--- config.mk ---
export PLATFORM = sky130hd
export DESIGN_NAME = instr_encoder
export DESIGN_NICKNAME = d
export VERILOG_FILES = /design/src/rtl/instr_encoder_pkg.sv /design/src/rtl/instr_pack.sv /design/src/rtl/instr_encoder.sv
export SDC_FILE = /design/constraint.sdc
export NUM_CORES = 1
export LEC_CHECK = 0
export BUFFER_PORTS_ARGS = -buffer_cell sky130_fd_sc_hd__buf_4
export CORE_MARGIN = 4
export CORE_UTILIZATION = 50
export DETAILED_ROUTE_END_ITERATION = 10
export PLACE_DENSITY = 0.75
export SYNTH_ARGS = -nofsm -noshare
export SYNTH_HDL_FRONTEND = slang
export SYNTH_HIERARCHICAL = 1
export SYNTH_SLANG_ARGS = --single-unit
--- constraint.sdc ---
create_clock -name clk -period 2.6 [get_ports clk]
set_input_delay 0.13 -clock clk [delete_from_list [all_inputs] [get_ports clk]]
set_output_delay 0.13 -clock clk [all_outputs]
set_load 0.01 [all_outputs]
--- src/rtl/instr_encoder_pkg.sv ---
// ---------------------------------------------------------------------------
// instr_encoder_pkg
// Shared types and constants for the RV32I instruction encoder.
//   fmt_e   : instruction format selector carried on in_fmt
//   state_e : RUN/HALT state of the encoder control FSM
//   WIDTH   : encoded instruction word width
//   OP_*    : base opcodes for the supported formats
// ---------------------------------------------------------------------------
package instr_encoder_pkg;

   localparam int WIDTH = 32;

   typedef enum logic [2:0] {
      FMT_R = 3'd0,
      FMT_I = 3'd1,
      FMT_S = 3'd2,
      FMT_B = 3'd3,
      FMT_U = 3'd4,
      FMT_J = 3'd5
   } fmt_e;

   typedef enum logic {
      ST_RUN  = 1'b0,
      ST_HALT = 1'b1
   } state_e;

   localparam logic [6:0] OP_R   = 7'b0110011;
   localparam logic [6:0] OP_I   = 7'b0010011;
   localparam logic [6:0] OP_S   = 7'b0100011;
   localparam logic [6:0] OP_B   = 7'b1100011;
   localparam logic [6:0] OP_LUI = 7'b0110111;
   localparam logic [6:0] OP_JAL = 7'b1101111;

endpackage

--- src/rtl/instr_pack.sv ---
// ---------------------------------------------------------------------------
// instr_pack
// Combinational field packer: RV32I fields + full immediate -> instruction
// word, plus an error flag for bundles that cannot be encoded.
// Optional feature macro: ENC_RANGE_CHECK_EN
//   defined     : immediates are range/alignment checked per format
//   not defined : immediate bits are truncated silently; only an undefined
//                 format raises err
// Ports:
//   fmt    in  3      format selector (fmt_e encoding)
//   opcode in  7      opcode field
//   rd     in  5      destination register
//   funct3 in  3      funct3 field
//   rs1    in  5      source register 1
//   rs2    in  5      source register 2
//   funct7 in  7      funct7 field
//   imm    in  32     full signed byte-offset immediate
//   word   out WIDTH  packed instruction (0 for an undefined format)
//   err    out 1      bundle failed encoding
// ---------------------------------------------------------------------------
module instr_pack
   import instr_encoder_pkg::*;
(
   input  logic [2:0]       fmt,
   input  logic [6:0]       opcode,
   input  logic [4:0]       rd,
   input  logic [2:0]       funct3,
   input  logic [4:0]       rs1,
   input  logic [4:0]       rs2,
   input  logic [6:0]       funct7,
   input  logic [31:0]      imm,
   output logic [WIDTH-1:0] word,
   output logic             err
);

`ifdef ENC_RANGE_CHECK_EN
   logic signed [31:0] imm_s;
   assign imm_s = $signed(imm);
`endif

   always_comb begin
      word = '0;
      err  = 1'b0;
      case (fmt)
         FMT_R: begin
            word = {funct7, rs2, rs1, funct3, rd, opcode};
         end
         FMT_I: begin
            word = {imm[11:0], rs1, funct3, rd, opcode};
`ifdef ENC_RANGE_CHECK_EN
            err  = (imm_s < -2048) || (imm_s > 2047);
`endif
         end
         FMT_S: begin
            word = {imm[11:5], rs2, rs1, funct3, imm[4:0], opcode};
`ifdef ENC_RANGE_CHECK_EN
            err  = (imm_s < -2048) || (imm_s > 2047);
`endif
         end
         FMT_B: begin
            // imm[0] has no slot: branch targets are 2-byte aligned.
            word = {imm[12], imm[10:5], rs2, rs1, funct3, imm[4:1], imm[11], opcode};
`ifdef ENC_RANGE_CHECK_EN
            err  = (imm_s < -4096) || (imm_s > 4094) || imm[0];
`endif
         end
         FMT_U: begin
            word = {imm[31:12], rd, opcode};
`ifdef ENC_RANGE_CHECK_EN
            err  = (imm[11:0] != 12'd0);
`endif
         end
         FMT_J: begin
            word = {imm[20], imm[10:1], imm[11], imm[19:12], rd, opcode};
`ifdef ENC_RANGE_CHECK_EN
            err  = (imm_s < -1048576) || (imm_s > 1048574) || imm[0];
`endif
         end
         default: begin
            word = '0;
            err  = 1'b1;
         end
      endcase
   end

endmodule

--- src/rtl/instr_encoder.sv ---
// ---------------------------------------------------------------------------
// instr_encoder
// Packs RV32I field bundles into instruction words for the program loader /
// instruction-memory write port, tagging each with a sequential word address.
// One-deep registered output stage with valid/ready on both sides and a
// RUN/HALT FSM that stops intake after an encode error.
// Optional feature macro: ENC_RANGE_CHECK_EN (immediate range checking,
// see instr_pack).
//
// Handshake: a transfer happens on a posedge where valid && ready are both
// high. in_ready = RUN && (!out_valid || out_ready); an accepted bundle loads
// the output registers, so out_* hold steady while out_valid && !out_ready.
//
// Parameters:
//   BASE_ADDR   word address loaded on reset and flush
//   STOP_ON_ERR 1: an accepted erroneous bundle enters HALT; 0: flag only
// Ports:
//   clk, rst_n            clock, asynchronous active-low reset
//   flush                 sync clear of output stage, address and FSM
//   in_valid / in_ready   input handshake
//   in_fmt .. in_imm      field bundle
//   out_valid / out_ready output handshake
//   out_instr             encoded word
//   out_addr              word address of out_instr
//   out_err               out_instr came from an erroneous bundle
//   halted                FSM is in HALT (state observation)
// ---------------------------------------------------------------------------
module instr_encoder
   import instr_encoder_pkg::*;
#(
   parameter logic [31:0] BASE_ADDR   = 32'h0,
   parameter bit          STOP_ON_ERR = 1'b1
) (
   input  logic             clk,
   input  logic             rst_n,
   input  logic             flush,
   input  logic             in_valid,
   output logic             in_ready,
   input  logic [2:0]       in_fmt,
   input  logic [6:0]       in_opcode,
   input  logic [4:0]       in_rd,
   input  logic [2:0]       in_funct3,
   input  logic [4:0]       in_rs1,
   input  logic [4:0]       in_rs2,
   input  logic [6:0]       in_funct7,
   input  logic [31:0]      in_imm,
   output logic             out_valid,
   input  logic             out_ready,
   output logic [WIDTH-1:0] out_instr,
   output logic [31:0]      out_addr,
   output logic             out_err,
   output logic             halted
);

   state_e           state_q;
   state_e           state_d;
   logic [31:0]      cnt_q;
   logic [WIDTH-1:0] pack_word;
   logic             pack_err;
   logic             accept;

   instr_pack u_pack (
      .fmt    (in_fmt),
      .opcode (in_opcode),
      .rd     (in_rd),
      .funct3 (in_funct3),
      .rs1    (in_rs1),
      .rs2    (in_rs2),
      .funct7 (in_funct7),
      .imm    (in_imm),
      .word   (pack_word),
      .err    (pack_err)
   );

   assign in_ready = (state_q == ST_RUN) && (!out_valid || out_ready);
   assign accept   = in_valid && in_ready;
   assign halted   = (state_q == ST_HALT);

   // FSM: next state
   always_comb begin
      state_d = state_q;
      if (flush) begin
         state_d = ST_RUN;
      end else if (accept && pack_err && STOP_ON_ERR) begin
         state_d = ST_HALT;
      end
   end

   always_ff @(posedge clk or negedge rst_n) begin
      if (!rst_n) begin
         state_q <= ST_RUN;
      end else begin
         state_q <= state_d;
      end
   end

   // Output stage and address counter. flush wins over any handshake in the
   // same cycle, so a word accepted or pending at that edge is discarded.
   always_ff @(posedge clk or negedge rst_n) begin
      if (!rst_n) begin
         out_valid <= 1'b0;
         out_instr <= '0;
         out_addr  <= BASE_ADDR;
         out_err   <= 1'b0;
         cnt_q     <= BASE_ADDR;
      end else if (flush) begin
         out_valid <= 1'b0;
         out_instr <= '0;
         out_addr  <= BASE_ADDR;
         out_err   <= 1'b0;
         cnt_q     <= BASE_ADDR;
      end else if (accept) begin
         out_valid <= 1'b1;
         out_instr <= pack_word;
         out_addr  <= cnt_q;
         out_err   <= pack_err;
         cnt_q     <= cnt_q + 32'd1;  // wraps to 0 silently
      end else if (out_valid && out_ready) begin
         out_valid <= 1'b0;
      end
   end

endmodule

* Word level (Yosys, flattened, before mapping)
Cells that the tools add are included.
** Cells by class
- $add $sub $neg :: 1
- $mul :: 0
- Div/mod/pow operators :: 0
- $lt $le $gt $ge :: 0
- Equality and inequality tests :: 5
- Shift operators :: 0
- Mux-type cells :: 15
- Bitwise logic cells :: 1
- Reductions and logical operators :: 11
** Operator list (number)
- 32-bit 2-to-1 mux :: 6
- 32-bit case mux with 6 select lines :: 1
- 32-bit by 1-bit adder with 32-bit output, second input constant :: 1
- 1-bit 2-to-1 mux :: 8
- 3-bit by 2-bit equality test with 1-bit output, second input constant :: 2
- 3-bit equality test, second input constant :: 2
- 6-bit OR reduction :: 1
- 1-bit logical AND :: 4
- 2-bit nonzero test :: 2
- 3-bit by 1-bit equality test with 1-bit output, second input constant :: 1
- 3-bit zero test :: 1
- 3-bit nonzero test :: 1
- 1-bit zero test :: 1
- 1-bit logical OR :: 1
- 1-bit inverter :: 1
** Storage, ports and cells
- Bits in registers :: 99
- Latch bits :: 0
- Bits in writable memories :: 0
- ROM bits :: 0
- Input bits :: 72
- Output and inout bits :: 68
- Memories :: 0

* Logic depth before layout (Yosys ltp)
- Depth in word-level cells :: 7
- Mapped depth :: 7
- Mapped depth without buffers :: 6

* Hierarchy
The synthesis kept the hierarchy.
** By module, submodules not included
- instr_encoder :: times used 1, cells each 466, area an instance 4287.9 µm², sequential area each 2477.4 µm²
- instr_pack :: times used 1, cells each 88, area an instance 598.1 µm², sequential area each 0.0 µm²

* Worst setup path before layout
No wires, ideal clock.
- Path kind :: register to register
- From :: register cnt_q[0]
- To :: register cnt_q[22]
- Arrival time :: 1.606 ns
- Required time :: 2.468 ns
- Path slack :: 0.863 ns
- Stages on the path, launching flop included :: 8
- Path buffers :: 1
- Period minus slack after synthesis :: 1.737 ns
- Cells stage by stage :: dfrtp_1 -> ha_1 -> and2_1 -> nand3_1 -> buf_1 -> nor4_1 -> xnor2_1 -> nor2_1
** Between the ends
- Longest elaborated chain between the ends :: 3
** RTL lines
- start: declaration :: line instr_encoder.sv:57 : logic [31:0] cnt_q;
- start signal: assignment :: line instr_encoder.sv:117 : cnt_q <= cnt_q + 32'd1;
- 32-bit by 1-bit adder with 32-bit output :: line instr_encoder.sv:117
- 32-bit 2-to-1 mux :: line instr_encoder.sv:112 : end else if (accept) begin
- 32-bit 2-to-1 mux :: line instr_encoder.sv:106 : end else if (flush) begin
Every way passes these cells. The select of a mux whose other input is x is not followed.
A chain may end at the register's enable or synchronous reset.

* Worst setup path in the final report
- From :: register cnt_q[3]
- To :: register cnt_q[16]
The elaborated chain is that of the path after synthesis.

==> results.txt <==
GR Overflow Total = 0
Synth top area cells = dfrtp_1 51%, nand2_1 12%, a21oi_1 7.6%
Antenna Cells = 0
RSZ-0062 raised after global routing = no
Post-DRT Antenna Nets = 0
Clock sink total = 99
Chip width = 107 um
Post-Syn Nets = 627
Startpoint Class = flop
Mapped Avg Cell Area = 8.82 um2
Worst Tran Pin Value = 0.876 ns
Post-Route WL = 12000 um
Core Area = 9370 um2
Crit-path max FO = 14
Synthesized instance count = 554
Number of CTS-inserted buffers = 9
Largest net degree at the start of global routing = 69
Worst Setup End Kind = flop
H-tree depth = 3
Port bufs = 139
FP Rows = 35
Vias in the first global route = 4226
Die H = 107 um
Type of the worst setup path = reg -> reg
Hold WC Path Type = in -> reg
Total GRT Usage = 21.6%
Worst slack, placed = 0.647 ns
CTS clk-pin slew, worst paths = 0.09 ns
Share of cells above drive strength 1 = 26.7%
Initial antenna violation count = 0
Avg WL per Cell = 14.8 um
Relative slew margins = 41.6%
Iter 0 DRT Violations = 226
Slew Limit Fails = 0
Crit share post-route = 75.7%
Worst Path Required = 2.85 ns
Hold Vio Cnt, Final = 0
Worst skew pair latency = 0.36 ns
Register area share after synthesis = 50.7%
RD Place Congestion = 0.828
EDFF count, synth = 0
Async set or reset register ratio after synthesis = 100%
Peak Freq = 508 MHz
Final Skew = 0.00655 ns
Number of setup buffers added after CTS = 0
Pre-antenna DRT Iters = 5
CTS tree = yes
Max Buffers Root-to-Sink = 2
Setup violations, final = 0
Die ar. = 11400 um2
Global-route wire length before repair = 20000 um
DR vias = 4281
Top_reg_cell synth = dfrtp_1
Boundary Pins = 140
Post-synth top area cell = dfrtp_1
Commonest non-fill, non-tap cell in the layout = nand2_1
Synth unique cells = 44
Data arrival, critical path = 2.22 ns
VDD IR-drop max = 0.275 mV
Drt drc = 0
Setup ws final = 0.631 ns
Initial Util = 52.1%
Most frequent cells in the layout = 150 x nand2_1, 147 x buf_4, 99 x dfrtp_1, 74 x a21oi_1, 30 x nor2_1
Ys Warns = 6
# Max-Cap Violations = 0
Mapped Area = 4890 um2
Area share of the largest cell type after synthesis = 50.7%
P&R area growth vs syn = 27.6%
Setup TNS = 0 ns
Seq cells post-synth = 99
Min Tclk post-route = 1.97 ns
Lkg Pwr = 2.84 nW
Status = completed
Root Driver = clkbuf_8
Drt via density = 5.28
Post-DP HPWL = 8660 um
PwrDens = 496 nW/um2
Fin nets = 751
final cells by class:
class | instances | area (um2)
fillers | 814 | 3140
flip-flops and latches | 99 | 2480
multi-input cells | 407 | 2200
repair buffers | 149 | 1130
well taps | 129 | 161
clock buffers | 9 | 124
clock inverters | 6 | 88.8
inverters | 12 | 45.0
routing by layer:
metal  global-route usage (%)  up-vias  share of wire [%]
li1                         -     2119                  -
met1                     29.2     2044                 44
met2                     35.3      101                 49
met3                     5.36       17                5.7
met4                     5.30        0                1.6
met5                        0        -                  0
Yosys cell counts, drive strengths merged, types with 2 or more instances:
cell     number
a21oi        75
a22o          6
a22oi        17
and2         10
and4          2
buf          13
clkbuf       23
dfrtp        99
inv          12
mux2          4
mux2i         3
nand2       151
nand2b        2
nand3        13
nand4        12
nor2         31
nor2b         5
nor3          6
nor4          8
o21ai        13
o22ai         7
o2bb2ai       4
or3           7
xnor2        15
xor2          9
what timing repair did:
action,4_1_cts,5_1_grt
endpoints found under the setup margin,0,0
resized for setup,0,0
hold endpoints to repair,66,0
hold buffers,1,0
stage by stage:
step | utilization [%] | cells | hold slack, ns | power (mW) | area [um2]
after floorplan | - | 554 | -0.166 | 1.83 | 4890
after global placement | 64.1 | 795 | 0.299 | 2.05 | 6010
after detailed placement | 64.1 | 795 | 0.304 | 2.05 | 6010
after CTS | 66.5 | 811 | 0.108 | 3.11 | 6230
after global routing | 66.5 | 811 | 0.134 | 3.23 | 6230
final | 66.5 | 811 | 0.126 | 3.09 | 6230
path summary, 6_finish.rpt:
kind / from / endpoint / slack, ns / cells past startpoint
max: cnt_q[3]$_DFFE_PN0P_ / cnt_q[16]$_DFFE_PN0P_ / 0.63 / 5
min in group asynchronous: rst_n / out_instr[12]$_DFFE_PN0P_ / 0.42 / 2
max in group asynchronous: rst_n / cnt_q[21]$_DFFE_PN0P_ / 1.39 / 3
max reg2reg: cnt_q[3]$_DFFE_PN0P_ / cnt_q[16]$_DFFE_PN0P_ / 0.63 / 5
min: in_funct3[0] / out_instr[12]$_DFFE_PN0P_ / 0.13 / 5
min reg2reg: out_addr[24]$_DFFE_PN0P_ / out_addr[24]$_DFFE_PN0P_ / 0.53 / 2
where the power goes:
part	internal, mW	switching (mW)
Clock	0.539	0.528
Combinational	0.187	0.240
Sequential	1.57	0.0232
state kept, by name (all words and copies together), names as in the netlist:
signal and cells:
out_addr 32, out_valid 1, out_err 1, halted 1
out_instr 32, cnt_q 32
critical path, cell delays in order (launching register included):
cell,delay [ns]
dfrtp_1,0.46
nand4_2,0.18
or2_1,0.42
nor4_2,0.39
nand3_1,0.12
mux2_2,0.28
kinds of logic after synthesis:
group	share of synthesized area (%)
xor gates and xnor gates	4.30
muxes	1.61
buffers and inverters	4.40
AOI/OAI and AO/OA	14.6
and+or+nand+nor	24.1
adders and majority gates	0.256
DFF	50.7
No activity file was read; power rests on OpenSTA's default activity.
